File: config.mk
export PLATFORM = sky130hd
export DESIGN_NAME = imem_loader
export DESIGN_NICKNAME = d
export VERILOG_FILES = /design/src/rtl/imem_loader.sv
export SDC_FILE = /design/constraint.sdc
export NUM_CORES = 1
export LEC_CHECK = 0
export CORE_MARGIN = 1.5
export CORE_UTILIZATION = 49
export DETAILED_ROUTE_END_ITERATION = 7
export PLACE_DENSITY = 0.82
export SYNTH_ARGS = -nofsm -noshare
export SYNTH_HDL_FRONTEND = slang
export SYNTH_SLANG_ARGS = --single-unit
File: constraint.sdc
create_clock -name clk -period 1.92 [get_ports clk]
set_input_delay 0.192 -clock clk [delete_from_list [all_inputs] [get_ports clk]]
set_output_delay 0.192 -clock clk [all_outputs]
set_load 0.01 [all_outputs]
File: src/rtl/imem_loader.sv
// imem_loader
//   Writer side of the single-cycle core's instruction memory. It takes a
//   byte stream over valid/ready and packs each four bytes into a
//   little-endian 32-bit word. Each word is written to byte address
//   index*4. The core is held in reset while loading. It is released once
//   the all-zero halt word has been written.
//
// Ports
//   clk, rst        clock / async active-low reset
//   start           1-cycle pulse; begins a load from IDLE, DONE or ERR
//   in_valid/ready  byte-stream handshake (in_ready registered)
//   in_data         byte-stream data
//   im_we           instruction-memory write strobe (high only in WRITE)
//   im_addr/wdata   write byte address / assembled word (held otherwise)
//   cpu_rst         active-high core reset, low only in DONE
//   done / error    load ended on terminator / ran out of capacity
//   word_count      words written in this load, terminator included
module imem_loader #(
  parameter  int MAX_WORDS = 64,
  localparam int CW        = $clog2(MAX_WORDS + 1)
) (
  input  logic          clk,
  input  logic          rst,
  input  logic          start,
  input  logic          in_valid,
  input  logic [7:0]    in_data,
  output logic          in_ready,
  output logic          im_we,
  output logic [31:0]   im_addr,
  output logic [31:0]   im_wdata,
  output logic          cpu_rst,
  output logic          done,
  output logic          error,
  output logic [CW-1:0] word_count
);

  typedef enum logic [2:0] {S_IDLE, S_RECV, S_WRITE, S_DONE, S_ERR} state_t;

  state_t        state_q, state_d;
  logic [1:0]    byte_idx_q, byte_idx_d;
  logic [23:0]   word_q, word_d;      // bytes 0..2 of the word in flight
  logic          in_ready_q, in_ready_d;
  logic          im_we_q, im_we_d;
  logic [31:0]   im_addr_q, im_addr_d;
  logic [31:0]   im_wdata_q, im_wdata_d;
  logic          cpu_rst_q, cpu_rst_d;
  logic          done_q, done_d;
  logic          error_q, error_d;
  logic [CW-1:0] wc_q, wc_d;
  logic [CW-1:0] wc_inc;

  assign wc_inc = wc_q + CW'(1);

  always_comb begin
    state_d    = state_q;
    byte_idx_d = byte_idx_q;
    word_d     = word_q;
    in_ready_d = in_ready_q;
    im_we_d    = im_we_q;
    im_addr_d  = im_addr_q;
    im_wdata_d = im_wdata_q;
    cpu_rst_d  = cpu_rst_q;
    done_d     = done_q;
    error_d    = error_q;
    wc_d       = wc_q;

    case (state_q)
      S_IDLE, S_DONE, S_ERR: begin
        if (start) begin
          state_d    = S_RECV;
          in_ready_d = 1'b1;
          cpu_rst_d  = 1'b1;
          done_d     = 1'b0;
          error_d    = 1'b0;
          wc_d       = '0;
          byte_idx_d = '0;
        end
      end
      S_RECV: begin
        if (in_valid && in_ready_q) begin
          if (byte_idx_q == 2'd3) begin
            // The fourth byte goes straight into the write register.
            // Ready drops at this edge, so nothing is taken during WRITE.
            state_d    = S_WRITE;
            in_ready_d = 1'b0;
            im_we_d    = 1'b1;
            im_addr_d  = 32'(wc_q) << 2;
            im_wdata_d = {in_data, word_q};
            byte_idx_d = '0;
          end else begin
            case (byte_idx_q)
              2'd0:    word_d[7:0]   = in_data;
              2'd1:    word_d[15:8]  = in_data;
              default: word_d[23:16] = in_data;
            endcase
            byte_idx_d = byte_idx_q + 2'd1;
          end
        end
      end
      S_WRITE: begin
        im_we_d    = 1'b0;
        wc_d       = wc_inc;
        byte_idx_d = '0;
        if (im_wdata_q == 32'd0) begin
          state_d   = S_DONE;
          done_d    = 1'b1;
          cpu_rst_d = 1'b0;
        end else if (wc_inc == CW'(MAX_WORDS)) begin
          // Memory is full; stopping here bounds word_count and im_addr.
          state_d = S_ERR;
          error_d = 1'b1;
        end else begin
          state_d    = S_RECV;
          in_ready_d = 1'b1;
        end
      end
      default: state_d = S_IDLE;
    endcase
  end

  always_ff @(posedge clk or negedge rst) begin
    if (!rst) begin
      state_q    <= S_IDLE;
      byte_idx_q <= '0;
      word_q     <= '0;
      in_ready_q <= 1'b0;
      im_we_q    <= 1'b0;
      im_addr_q  <= '0;
      im_wdata_q <= '0;
      cpu_rst_q  <= 1'b1;
      done_q     <= 1'b0;
      error_q    <= 1'b0;
      wc_q       <= '0;
    end else begin
      state_q    <= state_d;
      byte_idx_q <= byte_idx_d;
      word_q     <= word_d;
      in_ready_q <= in_ready_d;
      im_we_q    <= im_we_d;
      im_addr_q  <= im_addr_d;
      im_wdata_q <= im_wdata_d;
      cpu_rst_q  <= cpu_rst_d;
      done_q     <= done_d;
      error_q    <= error_d;
      wc_q       <= wc_d;
    end
  end

  assign in_ready   = in_ready_q;
  assign im_we      = im_we_q;
  assign im_addr    = im_addr_q;
  assign im_wdata   = im_wdata_q;
  assign cpu_rst    = cpu_rst_q;
  assign done       = done_q;
  assign error      = error_q;
  assign word_count = wc_q;

endmodule

==> flow_metrics.env <==
export IMPL_hold_viol=0
export IMPL_power_clock_fraction_pct=16.6
export IMPL_core_area_um2=6910
export IMPL_post_route_drc_count=0
export IMPL_dr_total_vias=2365
export IMPL_sw_frac_of_total_pct=32.4
export IMPL_util_after_layout_pct=65.4
export IMPL_clock_skew_ps=8.19
export IMPL_synth_largest_area_cell="sky130_fd_sc_hd__dfrtp_1"
export IMPL_number_of_global_route_vias_before_repair=2375
export IMPL_drt_first_pass_iters=4
export IMPL_global_route_usage_met1_pct=27.5
export IMPL_timing_final_max_slew_violations=0
export IMPL_detailedRoute_firstIterationViolations=93
export IMPL_fin_crit_ps=1840
export IMPL_floorplan_die_width_um=88.3
export IMPL_drv_max_cap_violation_count=0
export IMPL_placer_congestion_estimate=0.767
export IMPL_synthesis_area_um2=3560
export IMPL_crit_top_cell="sky130_fd_sc_hd__nor3b_4"
export IMPL_period_utilization_pct=95.8
export IMPL_criticalPathCategory="reg -> reg"
export IMPL_seq_area_frac_synth_pct=56.2
export IMPL_synth_edf_count=0
export IMPL_achievable_frequency_ghz=0.544
export IMPL_pwr_share_seq_pct=44.2
export IMPL_via_per_inst=5.24
export IMPL_vdd_ir_drop_max_mv=0.791
export IMPL_finalHoldWorstSlack_ps=342
export IMPL_hold_class="in -> async"
export IMPL_status="finished clean"
export IMPL_p_leak_uw=0.00201
export IMPL_worst_path_max_fanout=8
export IMPL_synthesis_yosys_warnings=0
export IMPL_fillerInstances=532
export IMPL_postRouteWirelength_um=7350
export IMPL_stdcell_area_um2=4510
export IMPL_fin_total_pwr_uw=6590
export IMPL_grt_start_max_net_pins=49
export IMPL_max_clock_path_buffers=2
export IMPL_max_stage_delay_ps=480
export IMPL_placement_io_buffers=62
export IMPL_wl_per_cell_um=16.3
export IMPL_final_setup_tns_ps=0
export IMPL_grt_util_met3_pct=3.54
export IMPL_io_pin_count=88
export IMPL_grt_pass1_wl_um=11800
export IMPL_die_area_um2=7790
export IMPL_rsz0062_at_grt="false"
export IMPL_dpl_hpwl_um=5210
export IMPL_critPathLaunchType="flip-flop"
export IMPL_dpl_instance_area_um2=4270
export IMPL_die_height_um=88.3
export IMPL_synth_lib_cells_used_distinct=40
export IMPL_yosys_top_cells_count="sky130_fd_sc_hd__dfrtp_1, sky130_fd_sc_hd__mux2_2, sky130_fd_sc_hd__buf_4, sky130_fd_sc_hd__nand2_1, sky130_fd_sc_hd__nor4_1"
export IMPL_ys_seq_elements=80
export IMPL_final_setup_violating_endpoints=0
export IMPL_netSwitchingPower_uw=2140
export IMPL_power_density_nw_per_um2=1460
export IMPL_layout_drive_gt1_share_pct=30.4
export IMPL_syn_mean_instance_area_um2=13.1
export IMPL_post_synth_top_area_fraction_pct=55.5
export IMPL_grt_overflow=0
export IMPL_cts_buffers=9
export IMPL_ys_flop_type="sky130_fd_sc_hd__dfrtp_1"
export IMPL_synth_async_reset_ratio_pct=100
export IMPL_start_util_pct=51.6
export IMPL_combinationalPowerShare_pct=39.2
export IMPL_grt_util_met2_pct=32.2
export IMPL_intPower_uw=4450
export IMPL_final_nets=367
export IMPL_critical_path_top_delay_cell="sky130_fd_sc_hd__dfrtp_1"
export IMPL_initial_antenna_violation_count=0
export IMPL_path_cells="nor3b_4, nand3_2, nor3b_4, buf_12, mux2_2"
export IMPL_critPathRequiredTime_ps=2150
export IMPL_diodes=0
export IMPL_clock_tree_htree_level_count=3
export IMPL_cts_reportedPaths_clkPinSlew_ps=80
export IMPL_global_route_peak_usage_layer="met2"
export IMPL_synth_most_common_cell="sky130_fd_sc_hd__dfrtp_1"
export IMPL_clock_latency_of_the_later_clocked_register_in_the_worst_skew_pair_ps=350
export IMPL_area_growth_synth_to_final_pct=26.7
export IMPL_fp_row_count=30
export IMPL_residual_antenna_violating_net_count_after_detailed_routing=0
export IMPL_netlist_top_cells_area="sky130_fd_sc_hd__dfrtp_1, sky130_fd_sc_hd__mux2_2, sky130_fd_sc_hd__buf_4"
export IMPL_post_synth_inst_count=271
export IMPL_grt_total_usage_pct=20.4
export IMPL_cp_arrival_ps=2070
export IMPL_critical_path_endpoint_type="flip-flop"
export IMPL_cts_root_buf="sky130_fd_sc_hd__clkbuf_8"
export IMPL_cts_num_sinks=80
export IMPL_tritoncts="done"
## power groups by stage
stage	Clock [uW]	Combinational [uW]	Sequential, uW
2_1_floorplan	0	1250	2950
3_3_place_gp	0	2430	2880
3_5_place_dp	0	2520	2910
4_1_cts	1120	2530	2890
5_1_grt	1200	2800	3010
6_report	1090	2580	2910
## cell usage in the layout, fill, tap and decap left out, drive strengths merged, types with 2 or more instances in the layout
cell type	synthesis	final
conb	1	25
buf	28	15
a21oi	4	4
mux2i	2	2
o21a	2	2
nand3b	2	2
nor3	2	2
nand3	7	7
clkbuf	5	11
clkinvlp	0	3
a31o	2	2
mux2	63	63
nor4	9	9
inv	5	5
ha	5	5
nor3b	4	4
clkinv	0	2
a21o	2	2
o21ai	7	7
nand2	14	14
dfrtp	79	79
o211ai	2	2
and3	3	3
clkdlybuf4s50	0	61
o31ai	2	2
nor2	7	7
nand4	3	3
## layer usage
metal  routed length (um)  part of all wire, %  vias to the layer above
met5                    0                    0                        -
met4                  177                  2.4                        0
met3                  381                  5.2                       17
met2                 3680                   50                       84
met1                 3110                   42                     1181
li1                     -                    -                     1083
## worst max-delay path, delay by kind of cell (launching register included)
family	cells	cell delay (ps)
DFF	1	480
muxes	1	330
buffers and inverters	1	150
and+or+nand+nor	3	760
## cells by family after synthesis
group	count (synthesis)	share of synthesized area, %
AOI/OAI and AO/OA	25	4.63
adders and majority gates	5	1.76
muxes	65	20.5
and+or+nand+nor	56	9.80
DFF	80	56.2
buffers and inverters	38	6.78
other	1	0.105
xor gates and xnor gates	1	0.246
## cell type report
cell class / instances / area [um2] / share of cell area, %
sequential: 80 / 2000 / 44.4
multi-input combinational: 177 / 1430 / 31.6
timing repair buffer: 77 / 771 / 17.1
clock buffer: 11 / 141 / 3.13
tap: 96 / 120 / 2.66
clock inverter: 5 / 32.5 / 0.721
inverter: 5 / 18.8 / 0.416
## metrics by stage
step | std cells | setup slack [ps]
final | 451 | 80.5
after global routing | 451 | 0.546
after CTS | 449 | 8.34
after detailed placement | 432 | -11.2
after global placement | 432 | 58.2
after floorplan | 295 | 147
## path summary, 6_finish.rpt
check | slack [ps] | cells after the start | start | endpoint
min in group clk | 500 | 1 | done$_DFFE_PN0P_ | done$_DFFE_PN0P_
hold reg to reg | 500 | 1 | done$_DFFE_PN0P_ | done$_DFFE_PN0P_
max in group asynchronous | 970 | 3 | rst | word_q[13]$_DFFE_PN0P_
hold / removal | 340 | 2 | rst | word_count[1]$_DFFE_PN0P_
setup reg to reg | 80 | 5 | state_q[2]$_DFFE_PN0P_ | word_q[10]$_DFFE_PN0P_
setup / recovery | 80 | 5 | state_q[2]$_DFFE_PN0P_ | word_q[10]$_DFFE_PN0P_
## state kept, by name (all words and copies together), names as in the netlist, 2 cells and up
name / cells
im_wdata: 32
byte_idx_q: 2
word_q: 24
state_q: 3
im_addr: 7
word_count: 7
## timing repair
item,CTS,global route
setup buffers,0,2
resized for setup,0,3
endpoints found under the hold margin,31,0
hold buffers,1,0
endpoints found under the setup margin,0,17
(Power assumes the default switching activity.)
